[config.mk]
export PLATFORM = sky130hd
export DESIGN_NAME = hstm_mc_flat
export DESIGN_NICKNAME = d
export VERILOG_FILES = /design/src/rtl/hstm_mc_if.sv /design/src/rtl/hstm_mc.sv /design/src/flat_wrapper.sv
export SDC_FILE = /design/constraint.sdc
export NUM_CORES = 1
export LEC_CHECK = 0
export ABC_CLOCK_PERIOD_IN_PS = 6770
export BUFFER_PORTS_ARGS = -buffer_cell sky130_fd_sc_hd__buf_2
export CAP_MARGIN = 20
export CORE_ASPECT_RATIO = 0.7
export CORE_MARGIN = 2
export CORE_UTILIZATION = 50
export CTS_CLUSTER_DIAMETER = 120
export CTS_CLUSTER_SIZE = 8
export DETAILED_ROUTE_END_ITERATION = 10
export MAX_ROUTING_LAYER = met4
export PLACE_DENSITY_LB_ADDON = 0.25
export SLEW_MARGIN = 0
export SYNTH_ARGS = -nofsm -noshare
export SYNTH_HDL_FRONTEND = slang
export SYNTH_SLANG_ARGS = --single-unit
[constraint.sdc]
create_clock -name clk -period 6.77 [get_ports clk]
set_input_delay 1.0155 -clock clk [delete_from_list [all_inputs] [get_ports clk]]
set_output_delay 1.0155 -clock clk [all_outputs]
set_load 0.1 [all_outputs]
[src/rtl/hstm_mc_if.sv]
// Handshake/data bundle between requesters and the hstm_mc task engine.
interface hstm_mc_if #(
  parameter int P_NCH        = 4,
  parameter int P_DATA_WIDTH = 8,
  parameter int P_CNT_WIDTH  = 8
);
  localparam int GW = (P_NCH > 1) ? $clog2(P_NCH) : 1;

  logic [P_NCH-1:0]              req;
  logic [P_CNT_WIDTH-1:0]        busy_len;
  logic [P_NCH-1:0]              busy;
  logic [GW-1:0]                 gnt_id;
  logic [P_NCH-1:0]              done;
  logic [P_NCH-1:0]              err;
  logic [P_NCH*P_DATA_WIDTH-1:0] hstm_data_in;
  logic [P_NCH*P_DATA_WIDTH-1:0] hstm_data_out;

  modport master (
    output req, busy_len, hstm_data_in,
    input  busy, gnt_id, done, err, hstm_data_out
  );

  modport slave (
    input  req, busy_len, hstm_data_in,
    output busy, gnt_id, done, err, hstm_data_out
  );
endinterface

[src/rtl/hstm_mc.sv]
// Multi-channel handshake task manager: round-robin grant, timed busy, latch on req release.
// Optional WAIT timeout with sticky per-channel err when HSTM_MC_TIMEOUT_EN is defined.
module hstm_mc #(
  parameter int P_NCH        = 4,
  parameter int P_DATA_WIDTH = 8,
  parameter int P_CNT_WIDTH  = 8,
  parameter int P_TMO_CNT    = 1024
) (
  input  logic      clk,
  input  logic      rst,
  hstm_mc_if.slave  bus
);
  localparam int GW = (P_NCH > 1) ? $clog2(P_NCH) : 1;
  typedef logic [GW-1:0] gid_t;
  typedef enum logic [1:0] {S_IDLE, S_BUSY, S_WAIT, S_LATCH} state_t;

  state_t                                 state_q, state_d;
  gid_t                                   gnt_q, gnt_d;
  gid_t                                   last_q, last_d;
  logic [P_CNT_WIDTH-1:0]                 len_q, len_d;
  logic [P_CNT_WIDTH-1:0]                 cnt_q, cnt_d;
  logic [P_NCH-1:0]                       sync1_q, sync2_q, req_s;
  logic [P_NCH-1:0][P_DATA_WIDTH-1:0]     din, dout_q, dout_d;
  logic                                   lat_en;
  logic                                   any_req;
  gid_t                                   pick, cand;

  assign req_s = sync2_q;
  assign din   = bus.hstm_data_in;

`ifdef HSTM_MC_TIMEOUT_EN
  localparam int TW = $clog2(P_TMO_CNT + 1);
  logic [TW-1:0]    tmo_q, tmo_d;
  logic [P_NCH-1:0] err_q, err_d;
`endif

  // First requesting channel strictly after the last served one, wrapping.
  always_comb begin
    any_req = 1'b0;
    pick    = last_q;
    cand    = '0;
    for (int i = 1; i <= P_NCH; i++) begin
      cand = gid_t'((int'(last_q) + i) % P_NCH);
      if (!any_req && req_s[cand]) begin
        any_req = 1'b1;
        pick    = cand;
      end
    end
  end

  always_comb begin
    state_d = state_q;
    gnt_d   = gnt_q;
    last_d  = last_q;
    len_d   = len_q;
    cnt_d   = cnt_q;
    lat_en  = 1'b0;
`ifdef HSTM_MC_TIMEOUT_EN
    tmo_d   = tmo_q;
    err_d   = err_q;
`endif
    case (state_q)
      S_IDLE: begin
        if (any_req) begin
          gnt_d   = pick;
          len_d   = (bus.busy_len == '0) ? P_CNT_WIDTH'(1) : bus.busy_len;
          cnt_d   = '0;
          state_d = S_BUSY;
`ifdef HSTM_MC_TIMEOUT_EN
          err_d[pick] = 1'b0;
`endif
        end
      end
      S_BUSY: begin
        if (cnt_q == len_q - 1'b1) begin
          state_d = S_WAIT;
`ifdef HSTM_MC_TIMEOUT_EN
          tmo_d   = '0;
`endif
        end else begin
          cnt_d = cnt_q + 1'b1;
        end
      end
      S_WAIT: begin
        if (!req_s[gnt_q]) begin
          state_d = S_LATCH;
`ifdef HSTM_MC_TIMEOUT_EN
        end else if (tmo_q == TW'(P_TMO_CNT - 1)) begin
          // Abandon the stuck channel but still rotate so others get service.
          err_d[gnt_q] = 1'b1;
          last_d       = gnt_q;
          state_d      = S_IDLE;
        end else begin
          tmo_d = tmo_q + 1'b1;
`endif
        end
      end
      S_LATCH: begin
        lat_en  = 1'b1;
        last_d  = gnt_q;
        state_d = S_IDLE;
      end
      default: state_d = S_IDLE;
    endcase
  end

  always_comb begin
    dout_d = dout_q;
    if (lat_en) dout_d[gnt_q] = din[gnt_q];
  end

  always_ff @(posedge clk or posedge rst) begin
    if (rst) begin
      state_q <= S_IDLE;
      gnt_q   <= '0;
      last_q  <= gid_t'(P_NCH - 1);
      len_q   <= '0;
      cnt_q   <= '0;
      sync1_q <= '0;
      sync2_q <= '0;
      dout_q  <= '0;
    end else begin
      state_q <= state_d;
      gnt_q   <= gnt_d;
      last_q  <= last_d;
      len_q   <= len_d;
      cnt_q   <= cnt_d;
      sync1_q <= bus.req;
      sync2_q <= sync1_q;
      dout_q  <= dout_d;
    end
  end

`ifdef HSTM_MC_TIMEOUT_EN
  always_ff @(posedge clk or posedge rst) begin
    if (rst) begin
      tmo_q <= '0;
      err_q <= '0;
    end else begin
      tmo_q <= tmo_d;
      err_q <= err_d;
    end
  end
  assign bus.err = err_q;
`else
  assign bus.err = '0;
`endif

  assign bus.busy          = (state_q == S_BUSY)  ? (P_NCH'(1) << gnt_q) : '0;
  assign bus.done          = (state_q == S_LATCH) ? (P_NCH'(1) << gnt_q) : '0;
  assign bus.gnt_id        = gnt_q;
  assign bus.hstm_data_out = dout_q;
endmodule
[src/flat_wrapper.sv]
// flat-port wrapper written by rule: the top's interface ports become plain ports
module hstm_mc_flat 
#(
  parameter int P_NCH        = 4,
  parameter int P_DATA_WIDTH = 8,
  parameter int P_CNT_WIDTH  = 8,
  parameter int P_TMO_CNT    = 1024
)
  (clk, rst, bus_req, bus_busy_len, bus_hstm_data_in, bus_busy, bus_gnt_id, bus_done, bus_err, bus_hstm_data_out);
  hstm_mc_if #(.P_NCH(P_NCH), .P_DATA_WIDTH(P_DATA_WIDTH), .P_CNT_WIDTH(P_CNT_WIDTH)) bus_i ();
  input  logic clk;
  input  logic rst;
  input wire logic [$bits(bus_i.req)-1:0] bus_req;
  input wire logic [$bits(bus_i.busy_len)-1:0] bus_busy_len;
  input wire logic [$bits(bus_i.hstm_data_in)-1:0] bus_hstm_data_in;
  output wire logic [$bits(bus_i.busy)-1:0] bus_busy;
  output wire logic [$bits(bus_i.gnt_id)-1:0] bus_gnt_id;
  output wire logic [$bits(bus_i.done)-1:0] bus_done;
  output wire logic [$bits(bus_i.err)-1:0] bus_err;
  output wire logic [$bits(bus_i.hstm_data_out)-1:0] bus_hstm_data_out;
  assign bus_i.req = bus_req;
  assign bus_i.busy_len = bus_busy_len;
  assign bus_i.hstm_data_in = bus_hstm_data_in;
  assign bus_busy = bus_i.busy;
  assign bus_gnt_id = bus_i.gnt_id;
  assign bus_done = bus_i.done;
  assign bus_err = bus_i.err;
  assign bus_hstm_data_out = bus_i.hstm_data_out;
  hstm_mc #(.P_NCH(P_NCH), .P_DATA_WIDTH(P_DATA_WIDTH), .P_CNT_WIDTH(P_CNT_WIDTH), .P_TMO_CNT(P_TMO_CNT)) u_core (.clk(clk), .rst(rst), .bus(bus_i));
endmodule
==> impl_metrics.ini <==
[placement]
port_buffers = 87
place_hpwl_um = 4470
gp_congestion = 0.863

[timing]
slew_headroom_pct = 40.0
timing.fmax_mhz = 324
min_period_ns = 3.09
hold_viol = 0
rsz0062_at_grt = false
setup_violations = 0
clock_skew_ns = 0.00599
min_period_over_period_pct = 45.6
setup-tns-final_ns = 0
tightest_slew_ns = 0.895
slew_viol_final = 0

[finish]
diodes = 0
drive_above_1_share_pct = 38.3
areaGrowthSynthToFinish_pct = 23.1
nets = 415
most-common-layout-cells = 87 x buf_2, 60 x dfrtp_1, 59 x nand2_1
final_common_cell = buf_2

[yosys]
synth_top_family_by_area = simple AND/OR/NAND/NOR gates
synth_compound_area_share_pct = 8.07
synthCells = 275
ys_ff_latch = 62
avgSynthCellArea_sq_um = 10.5
synth.area.mux_share_pct = 12.0
synth_edf_count = 0
yosys.area_share.simple_pct = 16.5
yosys.cell_types.count = 45
ys.flop_type = dfrtp_1
synth_warnings = 0
yosys.area_share.adder_pct = 2.59
yosysSeqAreaShare_pct = 53.6
synth_area_sq_um = 2900
synth-xor-area-share_pct = 2.72
async_flop_share_pct = 100

[cts]
cts_max_path_buffers = 2
post_cts_buffers = 0
cts_tree = yes
cts_root_buffer = clkbuf_8
ctsHoldBuffers = 0
cts-htree-levels = 3
cts_buffers = 9
path_clk_slew_ns = 0.07
clock_latency_ns = 0.34
clock-sinks = 62
cts_resized = 0

[routing]
drc = 0
via_count = 2297
vias_per_cell = 5.19
finalWirelength_um = 6160
wl_per_cell_um = 13.9
first_pass_iters = 4
drtIter0Drc = 90
postRouteAntennaNets = 0

[global_routing]
grt_start_max_net_pins = 63
grt_pass1_wl_um = 9630
gr-total-overflow = 0
grt_pass1_vias = 2101
antenna_found_initial = 0
grtUsageTotal_pct = 20.7

[floorplan]
die_w_um = 95.0
num_io_pins = 92
die_h_um = 67.7
row_count = 23
start_util_pct = 51.1
dieArea_sq_um = 6430
fp.coreArea_sq_um = 5670

[outcome]
status = finished clean

[setup_path]
arrival_ns = 2.07
critPathCapture = bus_done[1]
reg2reg_depth = 7
reg2reg_to = u_core.cnt_q[3]
cp_max_fo = 9
r2r_start = u_core.len_q[3]
reg2reg_slack_ns = 4.06
max_stage_delay_ns = 0.46
crit_type = register to output pin
crit_chain = ha_1 -> nand3_1 -> clkinv_1 -> buf_2
cp_top_family = buffers and inverters
worstPathRequired_ns = 5.75
crit_path_start = u_core.state_q[1]
critPathSlowestCell = buf_2
critPathBufInv = 2
start_kind = register
crit_path_end_kind = output pin
path_depth = 4

[job]
cap_violations = 0

[min_path]
hold_class = register to register
holdPathStages = 0
## cells in the mapped netlist (2+ instances only)
| cell | instances | share of area [%] |
|---|---|---|
| xor2_1 | 5 | 1.5 |
| xnor2_1 | 4 | 1.2 |
| clkbuf_1 | 8 | 1.0 |
| mux2i_1 | 4 | 1.4 |
| nand2b_1 | 6 | 1.3 |
| nand2_1 | 59 | 7.6 |
| nor4_1 | 3 | 0.65 |
| nand4_1 | 4 | 0.86 |
| dfstp_2 | 2 | 1.8 |
| and3_1 | 4 | 0.86 |
| dfrtp_1 | 60 | 52 |
| a21oi_1 | 7 | 1.2 |
| o21ai_0 | 14 | 2.4 |
| ha_1 | 6 | 2.6 |
| or2_2 | 5 | 1.1 |
| nor3b_1 | 3 | 0.78 |
| nand3_1 | 6 | 1.0 |
| buf_4 | 5 | 1.3 |
| clkinv_1 | 2 | 0.26 |
| a31o_2 | 2 | 0.60 |
| inv_1 | 11 | 1.4 |
| nor3_1 | 4 | 0.69 |
| mux2_2 | 24 | 9.3 |
| nor2_1 | 6 | 0.78 |
## worst register-to-register path, delay by kind of cell (launching register included)
| family | cells | cell delay [ns] |
|---|---|---|
| AO/OA/AOI/OAI | 5 | 1.49 |
| flip-flops | 1 | 0.46 |
| AND/OR/NAND/NOR | 2 | 0.66 |
## flip-flops by register name (all words and copies together), names as in the netlist
| signal | flops |
|---|---|
| u_core.state_q | 2 |
| u_core.bus.gnt_id | 2 |
| u_core.len_q | 8 |
| u_core.last_q | 2 |
| u_core.cnt_q | 8 |
| u_core.req_s | 4 |
| u_core.sync1_q | 4 |
| u_core.bus.hstm_data_out | 32 |
## area by class of cell
| type | instances | area [sq um] |
|---|---|---|
| multi-input combinational | 188 | 1230 |
| clock buffer | 10 | 128 |
| clock inverter | 6 | 62.6 |
| inverter | 13 | 48.8 |
| fill | 476 | 2100 |
| timing repair buffer | 89 | 450 |
| sequential | 62 | 1550 |
| tap | 75 | 93.8 |
## cells by family after synthesis
| family | after synthesis |
|---|---|
| AOI/OAI and AO/OA | 36 |
| xor gates and xnor gates | 9 |
| adders and majority gates | 6 |
| buffers and inverters | 28 |
| DFF | 62 |
| muxes | 30 |
| other | 1 |
| and+or+nand+nor | 103 |
## metrics by stage
stage	utilization, %	cells	setup WS [ns]	area [sq um]	hold slack (ns)
after floorplan	-	278	2.47	2910	0.331
after global placement	59.5	427	4.11	3380	0.333
after detailed placement	59.5	427	4.04	3380	0.337
after CTS	62.9	443	3.65	3570	0.354
after global routing	62.9	443	3.50	3570	0.359
final	62.9	443	3.68	3570	0.349
## layer usage
layer | vias to the layer above | share of wire [%] | track usage, % | wire length [um]
li1 | 1102 | - | - | -
met1 | 1094 | 46 | 27.7 | 2860
met2 | 91 | 44 | 30.1 | 2720
met3 | 10 | 8.0 | 6.14 | 494
met4 | 0 | 1.4 | 7.61 | 85
met5 | - | 0 | - | 0
## how the worst min path moves through the flow
stage,to,slack [ns],from
floorplan,u_core.req_s[0],0.33,u_core.sync1_q[0]
finish,u_core.req_s[1],0.35,u_core.sync1_q[1]
global route,u_core.req_s[2],0.36,u_core.sync1_q[2]
detailed placement,u_core.req_s[2],0.34,u_core.sync1_q[2]
global placement,u_core.req_s[0],0.33,u_core.sync1_q[0]
CTS,u_core.req_s[2],0.35,u_core.sync1_q[2]
Power is not shown: default switching activity piles up to over one toggle a cycle in this logic, so the estimate is an artifact.
